File: config.mk
export PLATFORM = sky130hd
export DESIGN_NAME = mem_access_unit_flat
export DESIGN_NICKNAME = d
export VERILOG_FILES = /design/src/rtl/mem_access_unit_if.sv /design/src/rtl/mem_access_unit.sv /design/src/flat_wrapper.sv
export SDC_FILE = /design/constraint.sdc
export NUM_CORES = 1
export LEC_CHECK = 0
export BUFFER_PORTS_ARGS = -buffer_cell sky130_fd_sc_hd__buf_2
export CAP_MARGIN = 20
export CORE_MARGIN = 2
export CORE_UTILIZATION = 35
export DETAILED_ROUTE_END_ITERATION = 10
export PLACE_DENSITY = 0.68
export SLEW_MARGIN = 40
export SYNTH_ARGS = -nofsm -noshare
export SYNTH_HDL_FRONTEND = slang
export SYNTH_SLANG_ARGS = --single-unit
File: constraint.sdc
create_clock -name i_clk -period 1.4 [get_ports i_clk]
set_clock_uncertainty 0.1 [all_clocks]
set_input_delay 0.28 -clock i_clk [delete_from_list [all_inputs] [get_ports i_clk]]
set_output_delay 0.28 -clock i_clk [all_outputs]
set_load 0.01 [all_outputs]
File: src/rtl/mem_access_unit_if.sv
// Bundles the MEM-stage request/response handshake and the main-memory data port.
// master = pipeline/memory side, slave = mem_access_unit.
interface mem_access_unit_if #(
  parameter int unsigned AW = 5,
  parameter int unsigned DW = 20
);
  logic          req_valid;
  logic          req_ready;
  logic          req_we;
  logic [AW-1:0] req_addr;
  logic [DW-1:0] req_wdata;

  logic          rsp_valid;
  logic          rsp_ready;
  logic [DW-1:0] rsp_rdata;
  logic          rsp_err;

  logic [AW-1:0] mem_addr;
  logic [DW-1:0] mem_data;
  logic          mem_wr_en;
  logic [DW-1:0] mem_q;

  modport master (
    output req_valid, req_we, req_addr, req_wdata, rsp_ready, mem_q,
    input  req_ready, rsp_valid, rsp_rdata, rsp_err, mem_addr, mem_data, mem_wr_en
  );

  modport slave (
    input  req_valid, req_we, req_addr, req_wdata, rsp_ready, mem_q,
    output req_ready, rsp_valid, rsp_rdata, rsp_err, mem_addr, mem_data, mem_wr_en
  );
endinterface

File: src/rtl/mem_access_unit.sv
// MEM-stage initiator for the 20-bit x 32-word data memory: one load/store at a time,
// IDLE -> ACCESS -> RESP, with the top addresses read-only.
module mem_access_unit #(
  parameter int unsigned     AW        = 5,
  parameter int unsigned     DW        = 20,
  parameter logic [AW-1:0]   PROT_BASE = AW'(28)
) (
  input logic              i_clk,
  input logic              i_rst,
  mem_access_unit_if.slave bus
);

  typedef enum logic [1:0] {
    S_IDLE   = 2'd0,
    S_ACCESS = 2'd1,
    S_RESP   = 2'd2
  } state_e;

  state_e        r_state;
  state_e        w_next_state;
  logic          w_accept;
  logic          w_rsp_take;
  logic          w_prot;

  logic [AW-1:0] r_mem_addr;
  logic [DW-1:0] r_mem_data;
  logic          r_mem_wr_en;
  logic          r_err_q;
  logic [DW-1:0] r_rsp_rdata;
  logic          r_rsp_err;
  logic          r_rsp_valid;

  assign w_prot = (bus.req_addr >= PROT_BASE);

  always_ff @(posedge i_clk) begin
    if (i_rst) r_state <= S_IDLE;
    else       r_state <= w_next_state;
  end

  always_comb begin
    // NOTE: every variable gets a default before the case so no path infers a latch.
    w_next_state = r_state;
    w_accept     = 1'b0;
    w_rsp_take   = 1'b0;
    unique case (r_state)
      S_IDLE: begin
        if (bus.req_valid) begin
          w_accept     = 1'b1;
          w_next_state = S_ACCESS;
        end
      end
      S_ACCESS: w_next_state = S_RESP;
      S_RESP: begin
        if (bus.rsp_ready) begin
          w_rsp_take   = 1'b1;
          w_next_state = S_IDLE;
        end
      end
      default: w_next_state = S_IDLE;
    endcase
  end

  // The write lands at the ACCESS negedge, so sampling mem_q at the closing posedge
  // returns the freshly stored word for stores and the old word for dropped ones.
  always_ff @(posedge i_clk) begin
    // NOTE: sequential state uses non-blocking assignments so all registers update together.
    if (i_rst) begin
      r_mem_addr  <= '0;
      r_mem_data  <= '0;
      r_mem_wr_en <= 1'b0;
      r_err_q     <= 1'b0;
      r_rsp_rdata <= '0;
      r_rsp_err   <= 1'b0;
      r_rsp_valid <= 1'b0;
    end else begin
      if (w_accept) begin
        r_mem_addr  <= bus.req_addr;
        r_mem_data  <= bus.req_wdata;
        r_mem_wr_en <= bus.req_we & ~w_prot;
        r_err_q     <= bus.req_we & w_prot;
      end
      if (r_state == S_ACCESS) begin
        r_rsp_rdata <= bus.mem_q;
        r_rsp_err   <= r_err_q;
        r_rsp_valid <= 1'b1;
        r_mem_wr_en <= 1'b0;
      end
      if (w_rsp_take) r_rsp_valid <= 1'b0;
    end
  end

  assign bus.req_ready = (r_state == S_IDLE);
  assign bus.rsp_valid = r_rsp_valid;
  assign bus.rsp_rdata = r_rsp_rdata;
  assign bus.rsp_err   = r_rsp_err;
  assign bus.mem_addr  = r_mem_addr;
  assign bus.mem_data  = r_mem_data;
  assign bus.mem_wr_en = r_mem_wr_en;

  a_wr_only_in_access: assert property (@(posedge i_clk) disable iff (i_rst)
    r_mem_wr_en |-> (r_state == S_ACCESS));

  a_valid_tracks_resp: assert property (@(posedge i_clk) disable iff (i_rst)
    r_rsp_valid == (r_state == S_RESP));

  a_rsp_held: assert property (@(posedge i_clk) disable iff (i_rst)
    (r_state == S_RESP && !bus.rsp_ready) |=> ($stable(r_rsp_rdata) && $stable(r_rsp_err)));

endmodule

File: src/flat_wrapper.sv
// flat-port wrapper written by rule: the top's interface ports become plain ports
module mem_access_unit_flat 
#(
  parameter int unsigned     AW        = 5,
  parameter int unsigned     DW        = 20,
  parameter logic [AW-1:0]   PROT_BASE = AW'(28)
)
  (i_clk, i_rst, bus_req_valid, bus_req_we, bus_req_addr, bus_req_wdata, bus_rsp_ready, bus_mem_q, bus_req_ready, bus_rsp_valid, bus_rsp_rdata, bus_rsp_err, bus_mem_addr, bus_mem_data, bus_mem_wr_en);
  mem_access_unit_if #(.AW(AW), .DW(DW)) bus_i ();
  input logic i_clk;
  input logic i_rst;
  input wire logic [$bits(bus_i.req_valid)-1:0] bus_req_valid;
  input wire logic [$bits(bus_i.req_we)-1:0] bus_req_we;
  input wire logic [$bits(bus_i.req_addr)-1:0] bus_req_addr;
  input wire logic [$bits(bus_i.req_wdata)-1:0] bus_req_wdata;
  input wire logic [$bits(bus_i.rsp_ready)-1:0] bus_rsp_ready;
  input wire logic [$bits(bus_i.mem_q)-1:0] bus_mem_q;
  output wire logic [$bits(bus_i.req_ready)-1:0] bus_req_ready;
  output wire logic [$bits(bus_i.rsp_valid)-1:0] bus_rsp_valid;
  output wire logic [$bits(bus_i.rsp_rdata)-1:0] bus_rsp_rdata;
  output wire logic [$bits(bus_i.rsp_err)-1:0] bus_rsp_err;
  output wire logic [$bits(bus_i.mem_addr)-1:0] bus_mem_addr;
  output wire logic [$bits(bus_i.mem_data)-1:0] bus_mem_data;
  output wire logic [$bits(bus_i.mem_wr_en)-1:0] bus_mem_wr_en;
  assign bus_i.req_valid = bus_req_valid;
  assign bus_i.req_we = bus_req_we;
  assign bus_i.req_addr = bus_req_addr;
  assign bus_i.req_wdata = bus_req_wdata;
  assign bus_i.rsp_ready = bus_rsp_ready;
  assign bus_i.mem_q = bus_mem_q;
  assign bus_req_ready = bus_i.req_ready;
  assign bus_rsp_valid = bus_i.rsp_valid;
  assign bus_rsp_rdata = bus_i.rsp_rdata;
  assign bus_rsp_err = bus_i.rsp_err;
  assign bus_mem_addr = bus_i.mem_addr;
  assign bus_mem_data = bus_i.mem_data;
  assign bus_mem_wr_en = bus_i.mem_wr_en;
  mem_access_unit #(.AW(AW), .DW(DW), .PROT_BASE(PROT_BASE)) u_core (.i_clk(i_clk), .i_rst(i_rst), .bus(bus_i));
endmodule
Word level (Yosys, flattened, before mapping):

Cells that the tools add are included.

* register bits after elaboration: 51
* input bits: 50
* output and inout bits: 49
* logic and storage cells: 27

* mux-type cells: 7
* eq/ne operators: 4
* bitwise operators: 3
* order comparisons: 1
* reduce and logical (&&, ||, !) cells: 4

Operators with widths (number)
* $pmux 2 s3: 1
* $ge 5x5->1 const B: 1
* $mux 1: 4
* $mux 2: 2
* $ne 2x2->1 const B: 2
* $reduce_or 2->1: 2
* $and 1x1->1: 2
* $eq 2x1->1 const B: 1
* $eq 2x2->1 const B: 1
* $logic_not 2->1: 1
* $reduce_and 2->1: 1
* $not 1->1: 1

Logic depth before layout (Yosys ltp):

* depth in word-level cells: 3
* gate-level depth with buffers: 5
* mapped depth without buffers: 3

Worst setup path after synthesis:

OpenSTA, ideal clock, no wires.

* path type: reg2reg
* start point: reg u_core.r_state[1]
* end point: reg u_core.r_mem_addr[4], in the netlist u_core.bus.mem_addr[4]
* required time: 1.168 ns
* slack: 0.045 ns
* library setup time: 0.132 ns
* stages on the path, launching flop included: 6
* data arrival time: 1.123 ns
* clock period less this slack: 1.355 ns
* buffers on the path: 2
* cell sequence: dfxtp_1 > or3b_1 > buf_4 > buf_6 > nand2_1 > a21oi_1

* word-level cells in the longest chain between the ends: 2

Ends and longest elaborated chain
* start: declaration: RTL line mem_access_unit.sv:19 `state_e r_state;`
* start signal: assignment: RTL line mem_access_unit.sv:37 `else r_state <= w_next_state;`
* $logic_not 2->1: RTL line mem_access_unit.sv:45 `unique case (r_state)`
* $mux 1: RTL line mem_access_unit.sv:45
* end signal: assignment: RTL line mem_access_unit.sv:77 `r_mem_addr <= bus.req_addr;`
* end: declaration: RTL line mem_access_unit.sv:25 `logic [AW-1:0] r_mem_addr;`

No other way between the ends.
A chain may end at the register's enable or synchronous reset.

Worst setup path after layout:

* start point: reg u_core.r_state[1]
* end point: out bus_req_ready

* word-level cells in the longest chain between the ends: 1

Ends and longest elaborated chain
* $logic_not 2->1: RTL line mem_access_unit.sv:92 `assign bus.req_ready = (r_state == S_IDLE);`
* end: declaration: RTL line flat_wrapper.sv:18 `output wire logic [$bits(bus_i.req_ready)-1:0] bus_req_ready;`

No other way between the ends.

==> results_dict.tcl <==
set metrics [dict create \
    seqPwrFrac_pct 50.9 \
    rrSetupSlack_ns 0.11 \
    finalSetupViolCount 0 \
    startpoint "u_core.r_state[1]" \
    yosysWarningCount 0 \
    crit_path_start_kind "register" \
    drt-initial-drc-count 37 \
    fmax_ghz 0.7523 \
    p_leak_nw 1.226 \
    drt-met1-wl_um 1954 \
    critPathSlowestCell "dfxtp_2" \
    tns_ns 0 \
    cts_buffers 5 \
    pwr-share-comb_pct 15.4 \
    track_usage_pct 15.01 \
    whs_path_depth 3 \
    hp-start "bus_req_wdata[11]" \
    mostFrequentLayoutCell "buf_2" \
    grt_max_degree 28 \
    tritoncts "yes" \
    wl_per_cell_um 10.85 \
    grt_pass1_wl_um 7058 \
    fillers 501 \
    avgSynthCellArea_um2 8.178 \
    power_switching_share_pct 24.19 \
    cap_violations 0 \
    layout.nets 375 \
    drive_gt1_share_pct 38.65 \
    drc 0 \
    dr_wl_met3_um 315 \
    ir_drop_uv 579.0 \
    utilization_pct 51.66 \
    antenna_cells 0 \
    min_period_ns 1.329 \
    clkTransAtPathRegs_ns 0.09 \
    rr_startpoint "u_core.r_state[0]" \
    dp_cells 385 \
    via_per_inst 4.439 \
    synth-seq-cells 51 \
    synth.cell_area_um2 1815 \
    powerDensity_nw_per_um2 1186 \
    end_kind "primary output" \
    rows 26 \
    place.port_buffers 98 \
    syn_to_final_growth_pct 43.49 \
    dp_slack_ns 0.07171 \
    path_delay_family "flip-flops" \
    gr-total-overflow 0 \
    coreArea_um2 5042 \
    yosysSeqAreaShare_pct 56.24 \
    dieArea_um2 5779 \
    path_buf_inv 2 \
    crit_type "register to primary output" \
    wl_um 4296 \
    layout_common_cells "97 x buf_2, 93 x nand2_1, 49 x dfxtp_1, 48 x a21oi_1, 7 x buf_4" \
    ios 99 \
    worstSetupPathDepth 3 \
    gp_congestion 0.7121 \
    status "finished, final reports clean" \
    p_clk_share_pct 33.7 \
    path_cells "buf_4, nor2_4, buf_6" \
    cp_max_fo 5 \
    p_sw_mw 0.7471 \
    design_area_um2 2605 \
    clock_latency_ns 0.29 \
    num_vias 1758 \
    worst_hold_path.endpoint "u_core.bus.mem_data[11]" \
    clockBufferDepth 2 \
    htreeDepth 2 \
    dr.pass1.iters 4 \
    hold_viol_final 0 \
    cts_sinks 51 \
    slew_viol_final 0 \
    grt_antenna_before_repair 0 \
    ys_types 20 \
    worst_slew_pin_slew_ns 0.3349 \
    placed_cell_area_um2 2427 \
    ff2ff_path_depth 6 \
    hold_ws_ns 0.1088 \
    rsz0062_at_grt "no" \
    timing.final.ws_setup_ns 0.07067 \
    synthCells 222 \
    internal_power_mw 2.342 \
    die_h_um 76.02 \
    routed-wl-met2_um 2003 \
    rr_endpoint "u_core.bus.mem_data[14]" \
    grt_pass1_vias 1551 \
    die_x_um 76.02 \
    report.power.total_mw 3.089 \
    syn_nets 272 \
    relSlewSlack_pct 77.67 \
    initial_core_util_pct 36.00 \
    cts_root_buf "clkbuf_8" \
    stdcell_count 396 \
    postCtsHoldBufs 0 \
    period_share_pct 94.95 \
    top_layer_used "met4" \
    dp_hpwl_um 2988 \
    drtAntennaViolNets 0 \
    worstPathArrival_ns 0.95 \
    slowest_delay_ns 0.33 \
    hold_path_class "input pin to register" \
    required_ns 1.02 \
]
sequential cells by signal (all words and copies together) (netlist names):
signal	count
u_core.bus.rsp_err	1
u_core.bus.mem_data	20
u_core.bus.rsp_valid	1
u_core.bus.rsp_rdata	20
u_core.r_state	2
u_core.bus.mem_wr_en	1
u_core.r_err_q	1
u_core.bus.mem_addr	5
worst reg2reg max path: stages, from the launching register on:
cell	delay (ns)
dfxtp_2	0.33
buf_6	0.13
nor3b_4	0.17
buf_4	0.17
clkbuf_16	0.17
nand2_1	0.06
a21oi_1	0.11
cell usage after synthesis (all sizes together):
cell,number,area share [%]
clkbuf,5,1.0
nor2b,2,0.69
dfxtp,51,56
and3,1,0.34
nand2b,1,0.34
nor3,1,0.28
nand3b,1,0.41
nor3b,1,1.0
a21oi,48,13
or3b,2,0.97
a22o,1,0.48
nor2,3,1.0
nand2,93,19
o21ai,1,0.28
buf,10,4.1
nand3,1,0.28
per-layer routing:
layer / vias to the layer above / GRT usage, %
met2: 62 / 24.11
li1: 918 / -
met3: 2 / 6.043
met4: 0 / 4.364
met5: - / 0
met1: 776 / 18.67
power by group through the flow:
stage	registers [mW]	clock network (mW)	logic (mW)
floorplan	1.65	0	0.198
global placement	1.60	0	0.447
detailed placement	1.61	0	0.453
CTS	1.57	1.09	0.457
global route	1.58	1.16	0.526
finish	1.57	1.04	0.477
cell type report:
| type | instances | area (um^2) | share of cell area, % |
|---|---|---|---|
| Tap cell | 70 | 87.58 | 3.362 |
| Sequential cell | 51 | 1023 | 39.29 |
| Clock inverter | 2 | 35.03 | 1.345 |
| Multi-Input combinational cell | 156 | 710.7 | 27.28 |
| Timing Repair Buffer | 111 | 665.6 | 25.55 |
| Clock buffer | 6 | 82.58 | 3.170 |
cell families after synthesis:
group	after synthesis	synth area share, %
buffers and inverters	15	5.169
AO/OA/AOI/OAI	50	13.99
flip-flops	51	56.24
AND/OR/NAND/NOR	106	24.60
worst max path at each step:
stage / slack, ns / end
final: 0.07 / bus_req_ready
after floorplan: 0.04 / u_core.bus.mem_addr[4]
after global routing: 0.008 / bus_req_ready
after detailed placement: 0.07 / u_core.r_state[1]
after CTS: 0.008 / bus_req_ready
after global placement: 0.08 / u_core.r_state[1]
what timing repair did:
action	4_1_cts	5_1_grt
setup buffers	1	1
gates resized for setup	2	4
pin swaps	0	2
cloned	0	1
endpoints found under the setup margin	1	4
Note: power is estimated with default switching activity, not from simulation.
